File: src/rtl/mem_port_arbiter.sv
// mem_port_arbiter: shares one memory port between fetch and data requesters, data first with a fetch anti-starvation streak limit.
// Optional bus-timeout abort is compiled in with `define MEM_ARB_TIMEOUT_EN.
module mem_port_arbiter #(
  parameter int XLEN            = 32,
  parameter int MAX_DATA_STREAK = 4,
  parameter int TIMEOUT_CYCLES  = 255
) (
  input  logic            clk,
  input  logic            reset,
  input  logic            if_req,
  input  logic [XLEN-1:0] if_addr,
  output logic            if_ack,
  output logic [XLEN-1:0] if_rdata,
  output logic            if_err,
  input  logic            d_req,
  input  logic            d_we,
  input  logic [XLEN-1:0] d_addr,
  input  logic [XLEN-1:0] d_wdata,
  output logic            d_ack,
  output logic [XLEN-1:0] d_rdata,
  output logic            d_err,
  output logic            mem_enable,
  output logic            mem_r_w,
  output logic [XLEN-1:0] mem_address,
  output logic [XLEN-1:0] mem_input,
  input  logic [XLEN-1:0] mem_output,
  input  logic            mem_ready
);
  typedef enum logic [1:0] {IDLE, BUSY_I, BUSY_D, DONE} state_t;
  state_t            state_q, state_d;
  logic [3:0]        streak_q, streak_d;
  logic              mem_enable_q, mem_enable_d, mem_r_w_q, mem_r_w_d;
  logic [XLEN-1:0]   mem_address_q, mem_address_d, mem_input_q, mem_input_d;
  logic [XLEN-1:0]   if_rdata_q, if_rdata_d, d_rdata_q, d_rdata_d;
  logic              if_ack_q, if_ack_d, d_ack_q, d_ack_d;
  logic              busy, abort, grant_d;
  assign busy    = state_q == BUSY_I || state_q == BUSY_D;
  assign grant_d = d_req && (!if_req || streak_q != 4'(MAX_DATA_STREAK));
`ifdef MEM_ARB_TIMEOUT_EN
  localparam int TW = $clog2(TIMEOUT_CYCLES + 1);
  logic [TW-1:0] tmo_q;
  logic          if_err_q, d_err_q;
  // the counter holds the number of completed BUSY cycles, so the abort fires on the last one
  assign abort = busy && !mem_ready && tmo_q == TW'(TIMEOUT_CYCLES - 1);
  always_ff @(posedge clk or posedge reset) begin
    if (reset) begin
      tmo_q    <= '0;
      if_err_q <= 1'b0;
      d_err_q  <= 1'b0;
    end else begin
      tmo_q    <= busy ? tmo_q + TW'(1) : '0;
      if_err_q <= abort && state_q == BUSY_I;
      d_err_q  <= abort && state_q == BUSY_D;
    end
  end
  assign if_err = if_err_q;
  assign d_err  = d_err_q;
`else
  assign abort  = 1'b0;
  assign if_err = 1'b0;
  assign d_err  = 1'b0;
`endif
  always_comb begin
    state_d       = state_q;
    streak_d      = streak_q;
    mem_enable_d  = mem_enable_q;
    mem_r_w_d     = mem_r_w_q;
    mem_address_d = mem_address_q;
    mem_input_d   = mem_input_q;
    if_rdata_d    = if_rdata_q;
    d_rdata_d     = d_rdata_q;
    if_ack_d      = 1'b0;
    d_ack_d       = 1'b0;
    case (state_q)
      IDLE: begin
        if (grant_d) begin
          state_d       = BUSY_D;
          mem_enable_d  = 1'b1;
          mem_r_w_d     = d_we;
          mem_address_d = d_addr;
          mem_input_d   = d_wdata;
          streak_d      = !if_req ? 4'd0 : streak_q == 4'(MAX_DATA_STREAK) ? streak_q : streak_q + 4'd1;
        end else if (if_req) begin
          state_d       = BUSY_I;
          mem_enable_d  = 1'b1;
          mem_r_w_d     = 1'b0;
          mem_address_d = if_addr;
          streak_d      = 4'd0;
        end
      end
      BUSY_I, BUSY_D: begin
        if (mem_ready || abort) begin
          state_d      = DONE;
          mem_enable_d = 1'b0;
          if_ack_d     = state_q == BUSY_I;
          d_ack_d      = state_q == BUSY_D;
          if_rdata_d   = mem_ready && state_q == BUSY_I ? mem_output : if_rdata_q;
          d_rdata_d    = mem_ready && state_q == BUSY_D && !mem_r_w_q ? mem_output : d_rdata_q;
        end
      end
      default: state_d = IDLE;
    endcase
  end
  always_ff @(posedge clk or posedge reset) begin
    if (reset) begin
      state_q       <= IDLE;
      streak_q      <= 4'd0;
      mem_enable_q  <= 1'b0;
      mem_r_w_q     <= 1'b0;
      mem_address_q <= '0;
      mem_input_q   <= '0;
      if_rdata_q    <= '0;
      d_rdata_q     <= '0;
      if_ack_q      <= 1'b0;
      d_ack_q       <= 1'b0;
    end else begin
      state_q       <= state_d;
      streak_q      <= streak_d;
      mem_enable_q  <= mem_enable_d;
      mem_r_w_q     <= mem_r_w_d;
      mem_address_q <= mem_address_d;
      mem_input_q   <= mem_input_d;
      if_rdata_q    <= if_rdata_d;
      d_rdata_q     <= d_rdata_d;
      if_ack_q      <= if_ack_d;
      d_ack_q       <= d_ack_d;
    end
  end
  assign mem_enable  = mem_enable_q;
  assign mem_r_w     = mem_r_w_q;
  assign mem_address = mem_address_q;
  assign mem_input   = mem_input_q;
  assign if_rdata    = if_rdata_q;
  assign d_rdata     = d_rdata_q;
  assign if_ack      = if_ack_q;
  assign d_ack       = d_ack_q;
endmodule
File: config.mk
export PLATFORM = sky130hd
export DESIGN_NAME = mem_port_arbiter
export DESIGN_NICKNAME = d
export VERILOG_FILES = /design/src/rtl/mem_port_arbiter.sv
export SDC_FILE = /design/constraint.sdc
export NUM_CORES = 1
export LEC_CHECK = 0
export CAP_MARGIN = 30
export CORE_ASPECT_RATIO = 1.4
export CORE_MARGIN = 5
export CORE_UTILIZATION = 39
export CTS_BUF_LIST = sky130_fd_sc_hd__clkbuf_8
export CTS_CLUSTER_DIAMETER = 30
export CTS_CLUSTER_SIZE = 12
export DETAILED_ROUTE_END_ITERATION = 12
export HOLD_SLACK_MARGIN = 0.06
export MAX_ROUTING_LAYER = met4
export PLACE_DENSITY_LB_ADDON = 0.3
export SKIP_LAST_GASP = 1
export SLEW_MARGIN = 5
export SYNTH_ARGS = -nofsm -noshare
export SYNTH_HDL_FRONTEND = slang
export SYNTH_SLANG_ARGS = --single-unit
File: constraint.sdc
create_clock -name clk -period 5.24 [get_ports clk]
set_clock_uncertainty 0.2 [all_clocks]
set_input_delay 1.31 -clock clk [delete_from_list [all_inputs] [get_ports clk]]
set_output_delay 1.31 -clock clk [all_outputs]
set_load 0.01 [all_outputs]
# Word level (Yosys, flattened, before mapping)
# Cells that the tools add are included.
# word_totals
register_bits,138
inputBits,134
elab_cells,56
# classes
add_sub_neg,1
reduce_logical,18
n_mux,20
eq_ne,7
# ops
cell,count
2-to-1 mux 32 bit,2
2-to-1 mux 4 bit,4
AND reduction 3 bit,4
2-to-1 mux 1 bit,9
2-to-1 mux 2 bit,3
"inequality test 3 bit, second input constant",2
AND reduction 2 bit,3
"adder 4 x 1 -> 4 bit, second input constant",1
"equality test 4 x 3 -> 1 bit, second input constant",1
logical AND 1 bit,4
"inequality test 4 x 3 -> 1 bit, second input constant",1
one-hot mux 2 bit (2 select lines),1
nonzero test 2 bit,2
"equality test 2 x 1 -> 1 bit, second input constant",1
"equality test 2 bit, second input constant",1
zero test 1 bit,2
zero test 2 bit,1
"inequality test 2 bit, second input constant",1
one-hot mux 1 bit (2 select lines),1
OR reduction 2 bit,1
logical OR 1 bit,1

# Logic depth before layout (Yosys ltp)
# logic_depth
word_depth,5
ltp_mapped,8
mapped_depth_nobuf,5

# Worst setup path before layout
# Ideal clock, no wire load.
# synth_path
path_kind,input -> register
startpoint,input if_req
endpoint,register mem_input_q[10] (netlist: mem_input[10])
path_slack_ns,2.671
setup_time_ns,0.125
arrival_time_ns,2.244
required_time_ns,4.915
stages,6
path_cell_list,buf_4 > nand4b_4 > and2_4 > buf_6 > buf_6 > mux2_4
# synth_between
elab_chain_cells,4
# synth_lines
element,line,source
start: declaration,10,"input logic if_req,"
zero test 1 bit,n/a,
logical OR 1 bit,38,assign grant_d = d_req && (!if_req || streak_q != 4'(MAX_DATA_STREAK));
logical AND 1 bit,38,
AND reduction 2 bit (no line),n/a,
end signal: assignment,122,mem_input_q <= mem_input_d;
end: declaration,33,"logic [XLEN-1:0] mem_address_q, mem_address_d, mem_input_q, mem_input_d;"
# No other way between the ends.
# A chain may end at the register's enable or synchronous reset.

# Worst setup path in the final report
# layout_path
startpoint,input if_req
endpoint,register mem_input_q[14] (netlist: mem_input[14])
# Same word-level chain as after synthesis.

==> impl_metrics.py <==
metrics = {
    "status": {
        "result_of_the_run": "complete, no violations",
    },
    "critical_path": {
        "worst-endpoint-arrival_ns": 3.50,
        "reg2reg_slack_ns": 2.66,
        "path_depth": 4,
        "cp_data_required_time_ns": 5.37,
        "crit_type": "input pin to register",
        "crit_buf_inv": 1,
        "crit_path_cell_trace": "clkdlybuf4s50_1 > nand4b_4 > and2_4 > mux2_4",
        "worstReg2RegEnd": "mem_input[29]",
        "timing.rr.start": "state_q[1]",
        "kind_of_cell_adding_the_most_delay_to_the_critical_path": "simple AND/OR/NAND/NOR gates",
        "cpPeakStageDelay_ns": 0.72,
        "crit_fanout": 40,
        "timing.critical_path.from_type": "input pin",
        "crit_slowest_cell": "sky130_fd_sc_hd__clkdlybuf4s50_1",
        "endpoint_kind": "register",
        "timing.reg2reg.worst_path_depth": 6,
    },
    "finish": {
        "post_route_cells_drive_above_1_share": 0.1964,
        "antenna_cells": 0,
        "fin_area_mm2": 0.009243,
        "num-nets-final": 850,
        "layout-area-overhead-vs-synth_pct": 53.29,
        "utilization": 0.6113,
    },
    "timing": {
        "fin_setup_tns_ns": 0,
        "final_critical_path_required_period_ns": 3.369,
        "fin_crit_sh": 0.6429,
        "rsz0062_at_grt": "false",
        "setup_viol": 0,
        "report.final.slew_viol_count": 0,
        "timing_worst_slew_pin_value_ns": 0.6760,
        "timing_hold_violations_final": 0,
        "clock.fmax_ghz": 0.2969,
        "slew_headroom": 0.5493,
        "post-route-worst-setup-slack_ns": 1.871,
    },
    "floorplan": {
        "coreArea_mm2": 0.01512,
        "row_count": 53,
        "pin_count": 268,
        "floorplan.initialDensity": 0.3988,
        "die_h_um": 157.1,
        "chipWidth_um": 115.1,
        "floorplan.die_area_mm2": 0.01808,
    },
    "cts": {
        "tritoncts": "built",
        "ctsHoldBuffers": 0,
        "clock_path_buffers": 2,
        "path_clk_slew_ns": 0.08,
        "cts_setup_buffers": 0,
        "quantity_of_gates_resized_following_cts": 0,
        "insertion_delay_ns": 0.44,
        "cts.htree.levels": 4,
        "cts_root_buf": "sky130_fd_sc_hd__clkbuf_8",
        "cts.sinks": 138,
        "numCtsBuffers": 17,
    },
    "worst_hold_path": {
        "type_of_the_most_critical_hold_path": "register to register",
        "holdPathStages": 2,
        "timing.hold.worst_endpoint": "mem_address[10]",
        "worstHoldStart": "mem_address[10]",
    },
    "global_routing": {
        "met1_usage_grt": 0.2170,
        "grtUsageMet3": 0.04846,
        "grt_pass1_wl_mm": 26.01,
        "first_global_vias": 4990,
        "met2_usage_in_global_routing": 0.3168,
        "busiest_layer": "met2",
        "grt.overflow.total": 0,
        "antenna_found_initial": 0,
        "globalRouteTotalUtil": 0.1906,
        "maximum_number_of_pins_on_one_net_before_global_route_repair": 78,
    },
    "logic_synthesis": {
        "average_instance_area_after_synthesis_um2": 13.28,
        "async_flop_share": 1.000,
        "synth.ff_latch_count": 138,
        "postSynth.topFlopCell": "sky130_fd_sc_hd__dfrtp_1",
        "synth-warning-count": 0,
        "synth_edf_count": 0,
        "synth.lib_cells_used.distinct": 34,
        "synth-seq-area-share": 0.5727,
        "netlist_area_mm2": 0.006030,
        "synthesis.instances": 454,
    },
    "detailed_routing": {
        "wl_per_instance_um": 18.03,
        "vias": 4656,
        "remaining_drc_errors": 0,
        "antenna_left": 0,
        "initialDrtViolationCount": 206,
        "detail_route.wirelength_mm": 16.50,
        "drt_first_pass_iters": 5,
        "vias_per_cell": 5.089,
    },
    "placement": {
        "detailed_place.area_mm2": 0.008826,
        "numPortBuffers": 265,
        "dp_hpwl_mm": 12.45,
        "place.gp.congestion": 0.8435,
        "dp_worst_setup_slack_ns": 1.428,
    },
    "flow_run": {
        "maxCapViolCount": 0,
    },
    "pwr": {
        "leakage_nw": 3.990,
        "power.density_mw_per_mm2": 602.5,
        "irDropWorstVdd_v": 0.0003197,
    },
}
-- state kept, by name, summed over array words and instances (netlist names) --
register and count:
if_rdata 32, state_q 2, d_rdata 32, mem_address 32, streak_q 4, if_ack 1, mem_r_w 1, mem_enable 1
d_ack 1, mem_input 32
-- layout make-up --
class                   count  area, um2
well taps                 192      240.2
fillers                  1196       5877
flip-flops and latches    138       3453
clock inverters            14      168.9
inverters                   7      31.28
clock buffers              18      247.7
multi-input cells         272       2328
repair buffers            274       2773
-- metal layers --
metal / routed length [um] / share of wire
met5: 0 / 0
met2: 8507 / 0.52
met4: 378 / 0.023
met1: 6302 / 0.38
met3: 1309 / 0.079
-- report_power, final --
group          internal [mW]  switching (mW)  total [mW]
sequential              1.60           0.317        1.92
clock                  0.485           0.412       0.897
combinational           1.67            1.08        2.75
total                   3.76            1.81        5.57
-- synth_stat cells (5+ instances only) --
cell type	n	area share
sky130_fd_sc_hd__o21ai_0	5	0.0041
sky130_fd_sc_hd__mux2_4	59	0.15
sky130_fd_sc_hd__ha_1	6	0.012
sky130_fd_sc_hd__nand4_1	34	0.035
sky130_fd_sc_hd__o211ai_1	33	0.041
sky130_fd_sc_hd__inv_1	7	0.0044
sky130_fd_sc_hd__buf_2	14	0.012
sky130_fd_sc_hd__buf_6	8	0.015
sky130_fd_sc_hd__mux2_2	37	0.069
sky130_fd_sc_hd__dfrtp_1	138	0.57
sky130_fd_sc_hd__nand2_1	71	0.044
sky130_fd_sc_hd__clkbuf_1	10	0.0062
-- tightest hold or removal path, cell delays in order, from the launching register on --
cell	delay, ns
sky130_fd_sc_hd__dfrtp_1	0.35
sky130_fd_sc_hd__nand2_1	0.05
sky130_fd_sc_hd__o211ai_1	0.07
-- through the flow --
stage                     total power [mW]  cells  hold slack (ns)
after detailed placement             4.723    883           0.2917
after global placement               4.596    880           0.2825
after CTS                            5.648    915           0.3095
after floorplan                      3.280    455           0.3121
after global routing                 5.912    915           0.3262
final                                5.569    915           0.3041
-- how the worst max path moves through the flow --
stage / startpoint / endpoint / slack, ns
3_3_place_gp: if_req / mem_address[12] / 1.34
2_1_floorplan: reset / d_ack / 0.03
4_1_cts: if_req / mem_input[29] / 1.93
5_1_grt: if_req / mem_address[28] / 1.76
3_5_place_dp: if_req / mem_input[29] / 1.43
6_report: if_req / mem_input[14] / 1.87
-- cells by family (layout without fill, tap and decap cells) --
logic type / after synthesis / in the layout / synth area share
AO/OA/AOI/OAI: 47 / 47 / 0.05665
adder cells (fa/ha/maj): 6 / 6 / 0.01245
buffers and inverters: 45 / 313 / 0.04275
flip-flops: 138 / 138 / 0.5727
multiplexers: 97 / 97 / 0.2177
other: 1 / 2 / 0.0006219
AND/OR/NAND/NOR: 120 / 120 / 0.09712
-- layout by cell type, fill, tap and decap left out, drive strengths merged, types with 2 or more instances in the layout --
cell type      instances
clkdlybuf4s50        265
dfrtp                138
mux2                  96
nand2                 71
nand4                 34
o211ai                33
clkbuf                18
inv                   10
buf                    9
ha                     6
clkinv                 6
o21ai                  5
nand3                  3
bufinv                 3
and2                   3
nor2                   2
nor2b                  2
a21oi                  2
conb                   2
clkinvlp               2
(Power assumes the default switching activity.)
